--- src/rtl/issue_hazard_unit_if.sv ---
// ID-stage / hazard-unit handshake bundle: decoded control in, issue control and slow-FPU writeback out.
// Stats outputs exist only when ISSUE_HAZARD_STATS_EN is defined.
interface issue_hazard_unit_if;
    logic       id_valid;
    logic [4:0] id_rs1;
    logic [4:0] id_rs2;
    logic       id_rs1_fp;
    logic       id_rs2_fp;
    logic [4:0] id_rd;
    logic       id_reg_write;
    logic       id_fpu_reg_write;
    logic       id_mem_read;
    logic       id_slow_fpu_dispatch;
    logic       id_in_issued;
    logic       id_out_issued;
    logic       in_ready;
    logic       out_ready;
    logic       flush;
    logic       stall;
    logic       issue;
    logic       bubble;
    logic       slow_busy;
    logic       slow_wb_en;
    logic [4:0] slow_wb_rd;
`ifdef ISSUE_HAZARD_STATS_EN
    logic [31:0] stat_stall_cycles;
    logic [31:0] stat_slow_ops;
`endif

    modport slave (
        input  id_valid, id_rs1, id_rs2, id_rs1_fp, id_rs2_fp, id_rd, id_reg_write,
               id_fpu_reg_write, id_mem_read, id_slow_fpu_dispatch, id_in_issued,
               id_out_issued, in_ready, out_ready, flush,
        output stall, issue, bubble, slow_busy, slow_wb_en, slow_wb_rd
`ifdef ISSUE_HAZARD_STATS_EN
        , output stat_stall_cycles, stat_slow_ops
`endif
    );

    modport master (
        output id_valid, id_rs1, id_rs2, id_rs1_fp, id_rs2_fp, id_rd, id_reg_write,
               id_fpu_reg_write, id_mem_read, id_slow_fpu_dispatch, id_in_issued,
               id_out_issued, in_ready, out_ready, flush,
        input  stall, issue, bubble, slow_busy, slow_wb_en, slow_wb_rd
`ifdef ISSUE_HAZARD_STATS_EN
        , input stat_stall_cycles, stat_slow_ops
`endif
    );
endinterface

--- src/rtl/issue_hazard_unit.sv ---
// Issue/stall/bubble decision for the ID instruction: load-use, slow-FPU scoreboard, I/O readiness.
// Optional stall/slow-op counters under ISSUE_HAZARD_STATS_EN.
module issue_hazard_unit #(
    parameter int SLOW_LAT = 8,
    parameter int CNT_W    = 4
) (
    input  logic                 clk,
    input  logic                 rstn,
    issue_hazard_unit_if.slave   hz
);
    typedef enum logic {IDLE, BUSY} state_e;

    state_e             state_q, state_d;
    logic [CNT_W-1:0]   cnt_q, cnt_d;
    logic [4:0]         slow_rd_q, slow_rd_d;
    logic [31:0]        fp_pending_q, fp_pending_d;
    logic               ex_load_valid_q, ex_load_valid_d;
    logic [4:0]         ex_load_rd_q, ex_load_rd_d;
    logic               ex_load_fp_q, ex_load_fp_d;

    logic        busy, wb_en, cnt_zero, cnt_one;
    logic [31:0] wb_mask, pend_eff;
    logic        lu1, lu2, raw, waw, struct_hz, wbport_hz, io_hz, hazard;
    logic        stall, issue, slow_issue;

    always_comb begin
        busy     = (state_q == BUSY);
        cnt_zero = (cnt_q == '0);
        cnt_one  = (cnt_q == CNT_W'(1));
        wb_en    = busy & cnt_zero;
        wb_mask  = wb_en ? (32'd1 << slow_rd_q) : 32'd0;
        // FP RF is write-through, so the register being written back this cycle is already readable
        pend_eff = fp_pending_q & ~wb_mask;

        lu1 = ex_load_valid_q & (hz.id_rs1 == ex_load_rd_q) & (hz.id_rs1_fp == ex_load_fp_q)
              & (hz.id_rs1_fp | (hz.id_rs1 != 5'd0));
        lu2 = ex_load_valid_q & (hz.id_rs2 == ex_load_rd_q) & (hz.id_rs2_fp == ex_load_fp_q)
              & (hz.id_rs2_fp | (hz.id_rs2 != 5'd0));
        raw = (hz.id_rs1_fp & pend_eff[hz.id_rs1]) | (hz.id_rs2_fp & pend_eff[hz.id_rs2]);
        waw = hz.id_fpu_reg_write & pend_eff[hz.id_rd];
        struct_hz = hz.id_slow_fpu_dispatch & busy & ~cnt_zero;
        // a single-cycle FP write issued now would land on the slow writeback cycle
        wbport_hz = hz.id_fpu_reg_write & ~hz.id_slow_fpu_dispatch & busy & cnt_one;
        io_hz  = (hz.id_in_issued & ~hz.in_ready) | (hz.id_out_issued & ~hz.out_ready);
        hazard = lu1 | lu2 | raw | waw | struct_hz | wbport_hz | io_hz;

        stall      = rstn & ~hz.flush & hz.id_valid & hazard;
        issue      = rstn & ~hz.flush & hz.id_valid & ~hazard;
        slow_issue = issue & hz.id_slow_fpu_dispatch;
    end

    always_comb begin
        ex_load_valid_d = issue & hz.id_mem_read;
        ex_load_rd_d    = issue ? hz.id_rd : 5'd0;
        ex_load_fp_d    = issue & hz.id_fpu_reg_write;

        state_d      = state_q;
        cnt_d        = cnt_q;
        slow_rd_d    = slow_rd_q;
        fp_pending_d = fp_pending_q & ~wb_mask;
        unique case (state_q)
            IDLE: begin
                if (slow_issue) begin
                    state_d = BUSY;
                    cnt_d   = CNT_W'(SLOW_LAT - 1);
                    slow_rd_d = hz.id_rd;
                    fp_pending_d[hz.id_rd] = 1'b1;
                end
            end
            BUSY: begin
                if (cnt_zero) begin
                    if (slow_issue) begin
                        cnt_d     = CNT_W'(SLOW_LAT - 1);
                        slow_rd_d = hz.id_rd;
                        fp_pending_d[hz.id_rd] = 1'b1;
                    end else begin
                        state_d = IDLE;
                    end
                end else begin
                    cnt_d = cnt_q - CNT_W'(1);
                end
            end
            default: state_d = IDLE;
        endcase
    end

    always_ff @(posedge clk or negedge rstn) begin
        if (!rstn) begin
            state_q         <= IDLE;
            cnt_q           <= '0;
            slow_rd_q       <= 5'd0;
            fp_pending_q    <= 32'd0;
            ex_load_valid_q <= 1'b0;
            ex_load_rd_q    <= 5'd0;
            ex_load_fp_q    <= 1'b0;
        end else begin
            state_q         <= state_d;
            cnt_q           <= cnt_d;
            slow_rd_q       <= slow_rd_d;
            fp_pending_q    <= fp_pending_d;
            ex_load_valid_q <= ex_load_valid_d;
            ex_load_rd_q    <= ex_load_rd_d;
            ex_load_fp_q    <= ex_load_fp_d;
        end
    end

    assign hz.stall      = stall;
    assign hz.issue      = issue;
    assign hz.bubble     = ~issue;
    assign hz.slow_busy  = busy;
    assign hz.slow_wb_en = wb_en;
    assign hz.slow_wb_rd = wb_en ? slow_rd_q : 5'd0;

`ifdef ISSUE_HAZARD_STATS_EN
    logic [31:0] stat_stall_q, stat_stall_d;
    logic [31:0] stat_slow_q, stat_slow_d;

    always_comb begin
        stat_stall_d = stat_stall_q;
        stat_slow_d  = stat_slow_q;
        if (stall && !hz.flush && stat_stall_q != 32'hFFFF_FFFF)
            stat_stall_d = stat_stall_q + 32'd1;
        if (slow_issue && !hz.flush && stat_slow_q != 32'hFFFF_FFFF)
            stat_slow_d = stat_slow_q + 32'd1;
    end

    always_ff @(posedge clk or negedge rstn) begin
        if (!rstn) begin
            stat_stall_q <= 32'd0;
            stat_slow_q  <= 32'd0;
        end else begin
            stat_stall_q <= stat_stall_d;
            stat_slow_q  <= stat_slow_d;
        end
    end

    assign hz.stat_stall_cycles = stat_stall_q;
    assign hz.stat_slow_ops     = stat_slow_q;
`endif
endmodule
--- src/flat_wrapper.sv ---
// flat-port wrapper written by rule: the top's interface ports become plain ports
module issue_hazard_unit_flat 
#(
    parameter int SLOW_LAT = 8,
    parameter int CNT_W    = 4
)
  (clk, rstn, hz_id_valid, hz_id_rs1, hz_id_rs2, hz_id_rs1_fp, hz_id_rs2_fp, hz_id_rd, hz_id_reg_write, hz_id_fpu_reg_write, hz_id_mem_read, hz_id_slow_fpu_dispatch, hz_id_in_issued, hz_id_out_issued, hz_in_ready, hz_out_ready, hz_flush, hz_stall, hz_issue, hz_bubble, hz_slow_busy, hz_slow_wb_en, hz_slow_wb_rd);
  issue_hazard_unit_if hz_i ();
  input  logic clk;
  input  logic rstn;
  input wire logic [$bits(hz_i.id_valid)-1:0] hz_id_valid;
  input wire logic [$bits(hz_i.id_rs1)-1:0] hz_id_rs1;
  input wire logic [$bits(hz_i.id_rs2)-1:0] hz_id_rs2;
  input wire logic [$bits(hz_i.id_rs1_fp)-1:0] hz_id_rs1_fp;
  input wire logic [$bits(hz_i.id_rs2_fp)-1:0] hz_id_rs2_fp;
  input wire logic [$bits(hz_i.id_rd)-1:0] hz_id_rd;
  input wire logic [$bits(hz_i.id_reg_write)-1:0] hz_id_reg_write;
  input wire logic [$bits(hz_i.id_fpu_reg_write)-1:0] hz_id_fpu_reg_write;
  input wire logic [$bits(hz_i.id_mem_read)-1:0] hz_id_mem_read;
  input wire logic [$bits(hz_i.id_slow_fpu_dispatch)-1:0] hz_id_slow_fpu_dispatch;
  input wire logic [$bits(hz_i.id_in_issued)-1:0] hz_id_in_issued;
  input wire logic [$bits(hz_i.id_out_issued)-1:0] hz_id_out_issued;
  input wire logic [$bits(hz_i.in_ready)-1:0] hz_in_ready;
  input wire logic [$bits(hz_i.out_ready)-1:0] hz_out_ready;
  input wire logic [$bits(hz_i.flush)-1:0] hz_flush;
  output wire logic [$bits(hz_i.stall)-1:0] hz_stall;
  output wire logic [$bits(hz_i.issue)-1:0] hz_issue;
  output wire logic [$bits(hz_i.bubble)-1:0] hz_bubble;
  output wire logic [$bits(hz_i.slow_busy)-1:0] hz_slow_busy;
  output wire logic [$bits(hz_i.slow_wb_en)-1:0] hz_slow_wb_en;
  output wire logic [$bits(hz_i.slow_wb_rd)-1:0] hz_slow_wb_rd;
  assign hz_i.id_valid = hz_id_valid;
  assign hz_i.id_rs1 = hz_id_rs1;
  assign hz_i.id_rs2 = hz_id_rs2;
  assign hz_i.id_rs1_fp = hz_id_rs1_fp;
  assign hz_i.id_rs2_fp = hz_id_rs2_fp;
  assign hz_i.id_rd = hz_id_rd;
  assign hz_i.id_reg_write = hz_id_reg_write;
  assign hz_i.id_fpu_reg_write = hz_id_fpu_reg_write;
  assign hz_i.id_mem_read = hz_id_mem_read;
  assign hz_i.id_slow_fpu_dispatch = hz_id_slow_fpu_dispatch;
  assign hz_i.id_in_issued = hz_id_in_issued;
  assign hz_i.id_out_issued = hz_id_out_issued;
  assign hz_i.in_ready = hz_in_ready;
  assign hz_i.out_ready = hz_out_ready;
  assign hz_i.flush = hz_flush;
  assign hz_stall = hz_i.stall;
  assign hz_issue = hz_i.issue;
  assign hz_bubble = hz_i.bubble;
  assign hz_slow_busy = hz_i.slow_busy;
  assign hz_slow_wb_en = hz_i.slow_wb_en;
  assign hz_slow_wb_rd = hz_i.slow_wb_rd;
  issue_hazard_unit #(.SLOW_LAT(SLOW_LAT), .CNT_W(CNT_W)) u_core (.clk(clk), .rstn(rstn), .hz(hz_i));
endmodule
--- config.mk ---
export PLATFORM = sky130hd
export DESIGN_NAME = issue_hazard_unit_flat
export DESIGN_NICKNAME = d
export VERILOG_FILES = /design/src/rtl/issue_hazard_unit_if.sv /design/src/rtl/issue_hazard_unit.sv /design/src/flat_wrapper.sv
export SDC_FILE = /design/constraint.sdc
export NUM_CORES = 1
export LEC_CHECK = 0
export CAP_MARGIN = 10
export CORE_MARGIN = 5
export CORE_UTILIZATION = 30
export DETAILED_ROUTE_END_ITERATION = 8
export PLACE_DENSITY = 0.58
export SETUP_SLACK_MARGIN = 0.05
export SLEW_MARGIN = 20
export SYNTH_ARGS = -nofsm -noshare
export SYNTH_HDL_FRONTEND = slang
export SYNTH_SLANG_ARGS = --single-unit
--- constraint.sdc ---
create_clock -name clk -period 6.9 [get_ports clk]
set_input_delay 0.69 -clock clk [delete_from_list [all_inputs] [get_ports clk]]
set_output_delay 0.69 -clock clk [all_outputs]
set_load 0.01 [all_outputs]
==> flow_summary_export.csv <==
group,metric,value,unit
synth,synth-seq-cells,49,
clock_tree,cts_setup_buffers,0,
sta,hold_viol_final,0,
worst_hold_path,hp-class,"input port to asynchronous set/reset pin",
synth,synth_seq_area_share,32.1,%
setup_path,cp_slowest_cell,"clkdlybuf4s50_1",
global_route,antenna_found_initial,0,
floorplanning,dieWidth,123,µm
layout,fin_nets,474,
synth,synth-edff-count,0,
global_route,grt_util_met2,27.8,%
layout,fillers,1276,
clock_tree,ctsResizeCount,0,
setup_path,cp_data_required_time,6.21,ns
drt,drtIter0Drc,384,
outcome,status,"finished clean",
floorplanning,dieArea,15100,µm²
placed_design,post-dp-hpwl,9.19,mm
sta,slew_violations,0,
global_route,grtUsageMet3,2.52,%
sta,finClkSkew,0.00409,ns
setup_path,r2r-end,"u_core.fp_pending_q[12]",
layout,drive_gt1_share,12.2,%
global_route,grt_usage,17.9,%
sta,slew_headroom,30.7,%
sta,max_freq,200,MHz
clock_tree,cts_sinks,49,
layout,final_cell_count_no_fill,615,
clock_tree,cts_inserted_buffers,5,
sta,finalSetupViolations,0,
pwr,powerDensity,198,nW/µm²
drt,route.detailed.drc,0,
setup_path,critPathKind,"input port to output pin",
drt,dr.pass1.iters,5,
setup_path,worst_path_most_repeated_cell,"clkdlybuf4s50_1",
drt,vias,3646,
global_route,use_met1,24.8,%
floorplanning,num_rows,41,
setup_path,start_kind,"input port",
global_route,grt-ovfl-total,0,
layout,antenna_cells,0,
synth,ys_types,74,
sta,worst_slew_pin_slew,1.04,ns
clock_tree,postCtsHoldBufs,0,
floorplanning,die_y,123,µm
setup_path,path_max_fanout,23,
setup_path,max_stage_delay,0.95,ns
pwr,p_leak,1.50,nW
drt,antenna_left,0,
global_route,grt_pass1_vias,3640,
floorplanning,start_util,30.4,%
sta,period_needed,5.00,ns
clock_tree,cts_tree,"built",
synth,syn_nets,458,
floorplanning,io-pin-count,39,
floorplanning,coreArea,12600,µm²
sta,rsz0062_at_grt,"no",
sta,finalCritPeriodShare,72.4,%
synth,syn-cell-area,3820,µm²
placed_design,gp_congestion,0.938,
clock_tree,cts.clk_slew.worst_paths,0.06,ns
setup_path,reg2reg_from,"u_core.slow_rd_q[1]",
synth,syn_area_per_cell,8.98,µm²
setup_path,r2r_slack,3.18,ns
layout,layout_commonest_cell,"dfrtp_1",
setup_path,path_cells,"clkdlybuf4s50_1 > or4_1 > o21ai_1 > a2111oi_0 > o21ai_0 > o2111ai_1 > a211oi_2 > nand3_1 > inv_1 > clkdlybuf4s50_1",
synth,ys.flop_type,"dfrtp_1",
layout,area_delta_synth_final,16.3,%
pwr,peakVddDrop,0.0000890,V
job,drv_cap,0,
drt,wl_per_cell,21.5,µm
drt,routed_via_density,5.93,
clock_tree,insertion_delay,0.29,ns
sta,holdWs,0.494,ns
synth,netlist_instances,426,
setup_path,cp.arrival,4.31,ns
clock_tree,cts_max_path_buffers,2,
setup_path,end_kind,"output pin",
synth,synth_warnings,0,
sta,final.setup.tns,0,ns
placed_design,dpl_worst_slack,1.92,ns
setup_path,ff2ff_path_depth,9,
clock_tree,htreeDepth,2,
global_route,grt_first_pass_wirelength,20.8,mm
layout,final_cell_mix,"dfrtp_1, nand2_1, clkdlybuf4s50_1",
sta,fin_ws,1.90,ns
drt,routed_wirelength,13.2,mm
global_route,grt_max_degree,51,
placed_design,dp_cells,607,
synth,synthArstFlopShare,100,%
layout,fin_util,35.4,%
global_route,grt-busiest-layer,"met2",
placed_design,io_buffers,37,
clock_tree,cts_root_buf,"clkbuf_16",
-- metrics by stage --
stage / power (mW) / instance area (µm²)
2_1_floorplan: 0.505 / 3820
3_3_place_gp: 0.588 / 4280
3_5_place_dp: 0.590 / 4280
4_1_cts: 0.884 / 4450
5_1_grt: 0.922 / 4450
6_report: 0.880 / 4450
-- sequential cells by signal, indices dropped and copies added, names as in the netlist --
signal and flops:
u_core.hz.slow_busy 1, u_core.slow_rd_q 5, u_core.cnt_q 4, u_core.fp_pending_q 32, u_core.ex_load_rd_q 5, u_core.ex_load_fp_q 1, u_core.ex_load_valid_q 1
-- power breakdown --
part,leakage [nW],internal (mW),switching (mW)
sequential,0.522,0.311,0.0440
combinational,0.890,0.0908,0.145
clock,0.0841,0.181,0.108
-- worst max-delay path, delay by kind of cell --
family,cells,cell delay [ns]
AOI/OAI and AO/OA,5,0.97
buffers and inverters,3,1.71
and+or+nand+nor,2,0.92
-- layer usage --
metal / routed length, µm / vias to the layer above / share of wire [%]
met4: 527 / 0 / 4.0
met1: 5750 / 1769 / 43
met3: 1020 / 42 / 7.7
met5: 0 / - / 0
li1: - / 1643 / -
met2: 5940 / 192 / 45
-- synthesized netlist by cell type (2+ instances only) --
library cell | number | area share (%)
o22ai_1 | 3 | 0.49
nand3_1 | 16 | 2.1
xor2_1 | 8 | 1.8
mux4_2 | 6 | 3.5
o21ai_1 | 8 | 1.0
nor3_1 | 9 | 1.2
a31oi_1 | 8 | 1.3
nor2b_1 | 8 | 1.3
nor3b_1 | 4 | 0.79
o31ai_1 | 35 | 6.9
a2111oi_0 | 2 | 0.46
ha_1 | 3 | 0.98
o211ai_1 | 5 | 0.98
nand3b_1 | 6 | 1.2
or2_1 | 6 | 0.98
o2111ai_1 | 6 | 1.4
or3b_1 | 2 | 0.46
or4_1 | 2 | 0.39
o211a_1 | 2 | 0.52
o31a_1 | 2 | 0.46
o311ai_0 | 3 | 0.69
or2_2 | 3 | 0.49
mux2i_1 | 5 | 1.3
nand2_1 | 36 | 3.5
a21oi_1 | 12 | 1.6
o21bai_1 | 2 | 0.39
nand2b_1 | 8 | 1.3
o32ai_1 | 2 | 0.46
nor2_1 | 21 | 2.1
buf_4 | 2 | 0.39
mux2_4 | 3 | 1.2
or3_1 | 3 | 0.49
clkbuf_1 | 18 | 1.8
o221ai_1 | 3 | 0.69
o21ai_0 | 20 | 2.6
xnor2_1 | 8 | 1.8
mux2_2 | 8 | 2.4
and2_1 | 14 | 2.3
o31ai_2 | 7 | 2.3
a22oi_1 | 5 | 0.98
buf_2 | 10 | 1.3
buf_6 | 4 | 1.2
inv_1 | 9 | 0.88
dfrtp_1 | 49 | 32
-- cell type report --
class / count / area [µm²] / area share (%)
inverter: 11 / 41.3 / 0.928
clock buffer: 7 / 143 / 3.21
clock inverter: 1 / 30.0 / 0.675
multi-input combinational: 331 / 2380 / 53.4
sequential: 49 / 1230 / 27.6
timing repair buffer: 44 / 418 / 9.39
tap: 172 / 215 / 4.84
-- worst max path at each step --
stage	from	slack (ns)	depth (start not counted)	end
6_report	hz_id_rs2[1]	1.90	10	hz_issue
5_1_grt	hz_id_rs2[1]	1.67	10	hz_issue
4_1_cts	hz_id_rs2[1]	1.91	10	hz_issue
3_5_place_dp	hz_id_rs2[1]	1.92	10	hz_issue
3_3_place_gp	hz_id_rs2[1]	1.96	10	hz_issue
2_1_floorplan	hz_id_rs2[0]	3.71	9	hz_issue
-- logic make-up after synthesis --
family                     count (synthesis)  share of synthesized area [%]
AOI/OAI and AO/OA                        141                           27.7
xor gates and xnor gates                  16                           3.66
adders and majority gates                  3                          0.981
buffers and inverters                     46                           5.82
DFF                                       49                           32.1
muxes                                     22                           8.37
and+or+nand+nor                          149                           21.4
No activity file was read; power rests on OpenSTA's default activity.
